## src/rtl/confreg_pkg.sv

```systemverilog
// Shared constants for the confreg response block:
// register offsets, widths and the default base page.
package confreg_pkg;

    localparam logic [15:0] BASE_HI_DEF = 16'hBFAF;

    localparam int DATA_W = 32;
    localparam int LED_W  = 16;
    localparam int SW_W   = 8;

    localparam logic [15:0] OFF_LED     = 16'h0000;
    localparam logic [15:0] OFF_NUM     = 16'h0004;
    localparam logic [15:0] OFF_SWITCH  = 16'h0008;
    localparam logic [15:0] OFF_TIMER   = 16'h000C;
    localparam logic [15:0] OFF_SCRATCH = 16'h0010;
    localparam logic [15:0] OFF_CMP     = 16'h0014;
    localparam logic [15:0] OFF_STATUS  = 16'h0018;

    typedef enum logic [2:0] {
        SEL_LED,
        SEL_NUM,
        SEL_SWITCH,
        SEL_TIMER,
        SEL_SCRATCH,
        SEL_CMP,
        SEL_STATUS,
        SEL_NONE
    } reg_sel_e;

    // Map a word-aligned offset onto a register select.
    function automatic reg_sel_e decode_off(input logic [15:0] off);
        reg_sel_e s;
        s = SEL_NONE;
        unique case (1'b1)
            off == OFF_LED:     s = SEL_LED;
            off == OFF_NUM:     s = SEL_NUM;
            off == OFF_SWITCH:  s = SEL_SWITCH;
            off == OFF_TIMER:   s = SEL_TIMER;
            off == OFF_SCRATCH: s = SEL_SCRATCH;
            off == OFF_CMP:     s = SEL_CMP;
            off == OFF_STATUS:  s = SEL_STATUS;
            default:            s = SEL_NONE;
        endcase
        return s;
    endfunction

    // Byte-lane merge of write data into an existing word.
    function automatic logic [DATA_W-1:0] lane_merge(
        input logic [DATA_W-1:0] old_v,
        input logic [DATA_W-1:0] new_v,
        input logic [3:0]        we
    );
        logic [DATA_W-1:0] r;
        r = old_v;
        for (int i = 0; i < 4; i++) begin
            if (we[i]) r[8*i +: 8] = new_v[8*i +: 8];
        end
        return r;
    endfunction

endpackage

```

## src/rtl/cfg_sync2.sv

```systemverilog
// Two-flop synchronizer for the board switch inputs.
// Both stages clear on reset.
module cfg_sync2
    import confreg_pkg::*;
#(
    parameter int W = SW_W
) (
    input  logic         clk,
    input  logic         resetn,
    input  logic [W-1:0] d,
    output logic [W-1:0] q
);

    logic [W-1:0] meta_q;

    // Shift the asynchronous input through two stages.
    always_ff @(posedge clk or negedge resetn) begin
        if (!resetn) begin
            meta_q <= '0;
            q      <= '0;
        end else begin
            meta_q <= d;
            q      <= meta_q;
        end
    end

endmodule

```

## src/rtl/confreg_resp.sv

```systemverilog
// Config register block on the data SRAM port:
// LED/NUM/SWITCH/TIMER/SCRATCH/CMP/STATUS with 1-cycle reads.
module confreg_resp
    import confreg_pkg::*;
#(
    parameter logic [15:0] BASE_HI   = BASE_HI_DEF,
    parameter logic [31:0] TIMER_RST = 32'h0
) (
    input  logic              clk,
    input  logic              resetn,
    input  logic              data_sram_en,
    input  logic [3:0]        data_sram_we,
    input  logic [31:0]       data_sram_addr,
    input  logic [31:0]       data_sram_wdata,
    output logic [31:0]       data_sram_rdata,
    input  logic [SW_W-1:0]   switch_in,
    output logic [LED_W-1:0]  led,
    output logic [31:0]       num_data,
    output logic              timer_irq
);

    logic [LED_W-1:0]  led_q;
    logic [31:0]       num_q;
    logic [31:0]       timer_q;
    logic [31:0]       scratch_q;
    logic [31:0]       cmp_q;
    logic              status_q;
    logic [SW_W-1:0]   sw_q;

    logic              hit;
    logic              rd_req;
    logic              wr_req;
    reg_sel_e          sel;
    logic [31:0]       rd_val;
    logic [LED_W-1:0]  led_m;
    logic              match;
    logic              clr;

    // Byte offset bits are don't-care for word registers.
    logic unused_addr_lo;
    assign unused_addr_lo = ^data_sram_addr[1:0];

    assign hit    = data_sram_en &&
                    (data_sram_addr[31:16] == BASE_HI);
    assign rd_req = data_sram_en && (data_sram_we == 4'b0000);
    assign wr_req = hit && (data_sram_we != 4'b0000);

    cfg_sync2 #(.W(SW_W)) u_sync (
        .clk    (clk),
        .resetn (resetn),
        .d      (switch_in),
        .q      (sw_q)
    );

    // Decode and read mux; misses select nothing and read 0.
    always_comb begin
        sel    = SEL_NONE;
        rd_val = '0;
        if (hit) sel = decode_off({data_sram_addr[15:2], 2'b00});
        unique case (sel)
            SEL_LED:     rd_val = {16'h0, led_q};
            SEL_NUM:     rd_val = num_q;
            SEL_SWITCH:  rd_val = {24'h0, sw_q};
            SEL_TIMER:   rd_val = timer_q;
            SEL_SCRATCH: rd_val = scratch_q;
            SEL_CMP:     rd_val = cmp_q;
            SEL_STATUS:  rd_val = {31'h0, status_q};
            default:     rd_val = '0;
        endcase
    end

    // LED only has the two low byte lanes.
    always_comb begin
        led_m = led_q;
        if (data_sram_we[0]) led_m[7:0]  = data_sram_wdata[7:0];
        if (data_sram_we[1]) led_m[15:8] = data_sram_wdata[15:8];
    end

    assign match = (timer_q == cmp_q);
    assign clr   = wr_req && (sel == SEL_STATUS) &&
                   data_sram_we[0] && data_sram_wdata[0];

    // Read data captures the pre-edge register value.
    always_ff @(posedge clk or negedge resetn) begin
        if (!resetn) begin
            data_sram_rdata <= '0;
        end else if (rd_req) begin
            data_sram_rdata <= rd_val;
        end
    end

    // Plain read/write registers with byte-lane writes.
    always_ff @(posedge clk or negedge resetn) begin
        if (!resetn) begin
            led_q     <= '0;
            num_q     <= '0;
            scratch_q <= '0;
            cmp_q     <= '0;
        end else if (wr_req) begin
            unique case (sel)
                SEL_LED:     led_q <= led_m;
                SEL_NUM:     num_q <= lane_merge(num_q,
                                data_sram_wdata, data_sram_we);
                SEL_SCRATCH: scratch_q <= lane_merge(scratch_q,
                                data_sram_wdata, data_sram_we);
                SEL_CMP:     cmp_q <= lane_merge(cmp_q,
                                data_sram_wdata, data_sram_we);
                default:     ;
            endcase
        end
    end

    // Free-running timer; a write overrides the increment.
    always_ff @(posedge clk or negedge resetn) begin
        if (!resetn) begin
            timer_q <= TIMER_RST;
        end else if (wr_req && sel == SEL_TIMER) begin
            timer_q <= lane_merge(timer_q,
                           data_sram_wdata, data_sram_we);
        end else begin
            timer_q <= timer_q + 32'd1;
        end
    end

    // Sticky match flag; a set in the same cycle beats a clear.
    always_ff @(posedge clk or negedge resetn) begin
        if (!resetn) begin
            status_q <= 1'b0;
        end else begin
            status_q <= match | (status_q & ~clr);
        end
    end

    assign led       = led_q;
    assign num_data  = num_q;
    assign timer_irq = status_q;

endmodule

```

## config.mk

```make
export PLATFORM = sky130hd
export DESIGN_NAME = confreg_resp
export DESIGN_NICKNAME = d
export VERILOG_FILES = /design/src/rtl/confreg_pkg.sv /design/src/rtl/cfg_sync2.sv /design/src/rtl/confreg_resp.sv
export SDC_FILE = /design/constraint.sdc
export NUM_CORES = 1
export LEC_CHECK = 0
export CAP_MARGIN = 20
export CORE_MARGIN = 8
export CORE_UTILIZATION = 45
export DETAILED_ROUTE_END_ITERATION = 16
export GPL_TIMING_DRIVEN = 0
export PLACE_DENSITY = 0.72
export SYNTH_ARGS = -nofsm -noshare
export SYNTH_HDL_FRONTEND = slang
export SYNTH_HIERARCHICAL = 1
export SYNTH_SLANG_ARGS = --single-unit
```

## constraint.sdc

```tcl
create_clock -name clk -period 2.6 [get_ports clk]
set_clock_uncertainty 0.1 [all_clocks]
set_input_delay 0.52 -clock clk [delete_from_list [all_inputs] [get_ports clk]]
set_output_delay 0.52 -clock clk [all_outputs]
set_load 0.01 [all_outputs]
```

# Word level (Yosys, flattened, before mapping)
# Cells that the tools add are included.
totals:
  output_inout_bits: 81
  word_cells: 77
  ff_bits: 193
classes:
  n_reduce_logical: 25
  n_bitwise: 3
  n_addsub: 1
  n_mux: 8
  eq_ne: 18
op_table:
  columns: ["operator", "n"]
  rows:
  - ["$pmux 32 s7", 1]
  - ["$eq 14x3->1 const B", 3]
  - ["$reduce_and 3->1", 14]
  - ["$add 32x1->32 const B", 1]
  - ["$eq 32x32->1", 1]
  - ["$mux 32", 1]
  - ["$mux 8", 4]
  - ["$eq 14x2->1 const B", 2]
  - ["$pmux 3 s7", 1]
  - ["$eq 16x16->1 const B", 1]
  - ["$eq 14x1->1 const B", 1]
  - ["$logic_not 14->1", 1]
  - ["$eq 3x3->1 const B", 3]
  - ["$ne 2x2->1 const B", 4]
  - ["$logic_and 1x1->1", 7]
  - ["$eq 3x2->1 const B", 2]
  - ["$logic_not 4->1", 1]
  - ["$reduce_bool 4->1", 1]
  - ["$eq 3x1->1 const B", 1]
  - ["$logic_not 3->1", 1]
  - ["$mux 3", 1]
  - ["$and 1x1->1", 1]
  - ["$not 1->1", 1]
  - ["$or 1x1->1", 1]

# Logic depth before layout (Yosys ltp)
logic_depth:
  word_depth: 10
  ltp_mapped: 10

# Cells and area by module
# Netlist, hierarchy kept.
modules_own_cells:
  columns: ["mod", "area_each_um2", "seq_area_each_um2", "cells_per_inst", "instances"]
  rows:
  - ["confreg_resp", 9280.2, 4429.2, 826, 1]
  - ["cfg_sync2", 400.4, 400.4, 16, 1]

# Worst setup path after synthesis
# No wires, ideal clock.
synth_path:
  kind: "input -> register"
  from: "in data_sram_addr[4]"
  to: "reg timer_q[3]"
  stages: 9
  path_buffers: 4
  path_slack_ns: 0.261
  arrival_ns: 2.116
  setup_ns: 0.123
  required_time_ns: 2.377
  cell_sequence: "buf_2 and3b_1 buf_4 nand2b_1 buf_4 or3_1 buf_2 or3_1 o221a_2"
synth_between:
  elab_chain_cells: 6
synth_lines:
  columns: ["element", "line_no", "source"]
  rows:
  - ["start: declaration", "confreg_resp.sv:13", "input logic [31:0] data_sram_addr,"]
  - ["$eq 14x3->1, or another cell as far along", "confreg_pkg.sv:41", "off == OFF_STATUS: s = SEL_STATUS;"]
  - ["$pmux 3 s7 (*)", "confreg_pkg.sv:34", "unique case (1'b1)"]
  - ["$mux 3 (*)", "confreg_resp.sv:59", "if (hit) sel = decode_off({data_sram_addr[15:2], 2'b00});"]
  - ["$eq 3x2->1 (*)", "confreg_resp.sv:117", "end else if (wr_req && sel == SEL_TIMER) begin"]
  - ["$logic_and 1x1->1 (*)", "confreg_resp.sv:117", null]
  - ["$ne 2x2->1 (no line) / $mux 32 (equally long branches)", null, null]
  - ["end signal: assignment", "confreg_resp.sv:118", "timer_q <= lane_merge(timer_q,"]
  - ["end signal: assignment", "confreg_resp.sv:121", "timer_q <= timer_q + 32'd1;"]
  - ["end: declaration", "confreg_resp.sv:24", "logic [31:0] timer_q;"]
# Mark *: on every way between the ends. The rest lies on a longest branch, timed or not.
# A chain may end at the register's enable or synchronous reset.

# Worst setup path in the final report
layout_path:
  from: "in data_sram_addr[13]"
  to: "reg timer_q[8]"
# The elaborated chain is that of the path after synthesis.

==> results by group <==
Worst hold path
  – Hold Path Class: in2async

Synth
  – Count leader, synth: dfrtp_1
  – Post-synthesis sequential area ratio: 49.9%
  – Yosys warning total: 6
  – Post-synthesis net count: 922
  – Mean Syn Cell Area: 11.5 um2
  – Largest cells by area after synthesis: dfrtp_1 50%, mux2_2 14%, mux2i_1 3.9%
  – Synth Flop Type: dfrtp_1
  – Yosys reg bits: 193
  – Async S/R FF share, synth: 100%
  – Post-Syn Area: 0.00968 mm2
  – Area leader, netlist: dfrtp_1
  – Yosys cell types: 68
  – Post-synth top area share: 49.9%
  – Post-synth EDFFs: 0
  – Cells after Synth: 842
  – Post-synth top cells: 193 x dfrtp_1, 117 x mux2_2, 63 x nor2_1, 47 x nand2_1, 42 x a21oi_1

Clock tree
  – Root Buffer: clkbuf_16
  – CTS tree: done
  – Buffer depth of the longest clock path: 2
  – Hold Buf Count CTS: 0
  – Clock sinks: 193
  – Worst-Skew Late Latency: 0.44 ns
  – Worst-path clk slew: 0.07 ns
  – Total CTS buffers: 17
  – CTS H-tree depth: 4

Floorplanning
  – Die area: 0.0265 mm2
  – Core ar.: 0.0211 mm2
  – Initial core utilization: 45.9%
  – IO Pins: 160
  – Die Ht: 163 um
  – Rows: 53
  – Die width: 163 um

Route
  – DRC: 0
  – Initial DRC count: 608
  – Drt pass-1 iters: 4
  – Antenna Nets Post-Route: 0
  – WL final: 28300 um
  – WL/cell: 21.6 um
  – Vias post-DR: 7682
  – Vias per cell: 5.86

Setup path
  – CP required: 2.82 ns
  – CP arrival: 2.77 ns
  – R2R setup slack: 0.09 ns
  – Buf/Inv on CP: 3
  – Crit-path slowest cell: clkdlybuf4s50_1
  – Worst Setup Path Type: in2reg
  – Critical Path Fanout Max: 10
  – Critical path endpoint category: flop
  – Family with the most delay on the worst path: simple AND/OR/NAND/NOR gates
  – RR Startpoint: timer_q[0]$_DFFE_PN0P_
  – R2R depth: 6
  – Crit-path cells: clkdlybuf4s50_1 > nor4b_4 > nand3_2 > buf_4 > nor3_4 > buf_6 > o21bai_1 > a221o_1
  – RR Endpoint: timer_q[22]$_DFFE_PN0P_
  – Max stage delay on crit path: 0.44 ns
  – CP Launch Type: input pin

Power and ir drop
  – Tot Pwr: 5.77 mW
  – PwrDens: 467 mW/mm2
  – Pleak: 5.41 nW
  – Worst VDD drop: 459 uV

STA
  – Period utilization: 97.9%
  – Setup violations, final: 0
  – Tightest Pin Transition: 0.763 ns
  – Hold Vio Cnt, Final: 12
  – Max Slew Vio Count: 0
  – RSZ-0062 raised after global routing: false
  – Total negative slack: 0 ns
  – Worst rel slew slack: 49.1%
  – Hold slack: -0.0225 ns
  – Fin crit period: 2.54 ns
  – Fmax: 393 MHz
  – Min setup slack post-route: 0.0555 ns

Final layout
  – Fin area: 0.0124 mm2
  – Nets: 1103
  – Ant diodes: 0
  – Non-filler cells, final: 1311
  – Fill cell count: 1833
  – Layout cells sized above 1: 23.6%
  – Area Overhead vs Synth: 27.6%

Status
  – Failing checks: negative hold slack
  – Status: finished, violations left

Place
  – I/O Buffers: 152
  – Placed Area: 0.0116 mm2
  – Placed cells: 1270
  – Post-Place Worst Slack: -0.797 ns
  – Detailed Place HPWL: 20600 um
  – Routability cong.: 0.929

GRT
  – Tot GR Track Use: 21.6%
  – Vias in the first global route: 7853
  – Pin count of the biggest net entering global routing: 105
  – First-pass GRT wire length: 44700 um
  – Gr ovfl total: 0
  – Antenna violations before repair: 1

Flow run
  – Max-capacitance violation count: 0
## final cells by class
class	count	area, um2	area share, %
repair buffers	165	1650	13.3
inverters	10	37.5	0.304
well taps	275	344	2.78
multi-input cells	580	4700	38.0
plain buffers	56	277	2.24
clock buffers	19	433	3.50
clock inverters	13	87.6	0.709
flip-flops and latches	193	4830	39.1
## through the flow
step / hold WS [ns] / utilization [%]
6_report: -0.0225 / 58.6
5_1_grt: 0.0424 / 58.6
4_1_cts: 0.0230 / 58.2
3_5_place_dp: 0.235 / 54.9
3_3_place_gp: 0.233 / 54.8
2_1_floorplan: 0.124 / -
## sequential cells by signal (all words and copies together), names as in the netlist
| name | cells |
|---|---|
| num_data | 32 |
| scratch_q | 32 |
| u_sync/q | 8 |
| timer_irq | 1 |
| led | 16 |
| cmp_q | 32 |
| timer_q | 32 |
| u_sync/meta_q | 8 |
| data_sram_rdata | 32 |
## how the worst max path moves through the flow
stage | startpoint | endpoint | slack, ns | cells after the start
final | data_sram_addr[13] | timer_q[8]$_DFFE_PN0P_ | 0.06 | 8
after global routing | data_sram_addr[13] | cmp_q[6]$_DFFE_PN0P_ | 0.005 | 8
after CTS | data_sram_en | cmp_q[18]$_DFFE_PN0P_ | -0.15 | 8
after detailed placement | data_sram_en | led[8]$_DFFE_PN0P_ | -0.80 | 6
after global placement | resetn | led[13]$_DFFE_PN0P_ | -7.31 | 1
after floorplan | data_sram_addr[4] | timer_q[3]$_DFFE_PN0P_ | 0.26 | 9
## layout by cell type, fill, tap and decap left out, drive strengths merged, types with 8 or more instances in the layout
master	instances
or3	12
clkbuf	39
inv	13
nor2	63
mux2i	38
a22oi	8
a21oi	42
nand2	47
o211ai	10
xnor2	35
and3	10
nand3	33
mux2	117
a221o	19
o21ai	15
clkdlybuf4s50	150
buf	50
o221ai	8
nor3	10
nand4	23
dfrtp	193
nor4	13
## metal layers
| layer | up-vias | global-route usage (%) | wire length [um] |
|---|---|---|---|
| met5 | - | 0 | 15 |
| met4 | 2 | 8.13 | 793 |
| met3 | 54 | 5.59 | 2080 |
| met2 | 274 | 34.2 | 13400 |
| met1 | 3852 | 28.1 | 12000 |
| li1 | 3500 | - | - |
## cell families after synthesis
group | share of synthesized area [%]
buffers and inverters | 3.23
adders and majority gates | 0.129
and+or+nand+nor | 14.1
xor gates and xnor gates | 3.26
AOI/OAI and AO/OA | 10.6
muxes | 18.7
DFF | 49.9
## where the power goes
group / total (mW) / internal, mW / switching (mW)
clock: 2.40 / 1.22 / 1.18
sequential: 3.02 / 3.01 / 0.00270
combinational: 0.356 / 0.150 / 0.206
## what timing repair did
| action | CTS | global route |
|---|---|---|
| endpoints found under the hold margin | 0 | 0 |
| resized for setup | 22 | 18 |
| buffers inserted | 8 | 4 |
| setup endpoints to repair | 156 | 155 |
| pin swaps | 3 | 3 |
(Power assumes the default switching activity.)
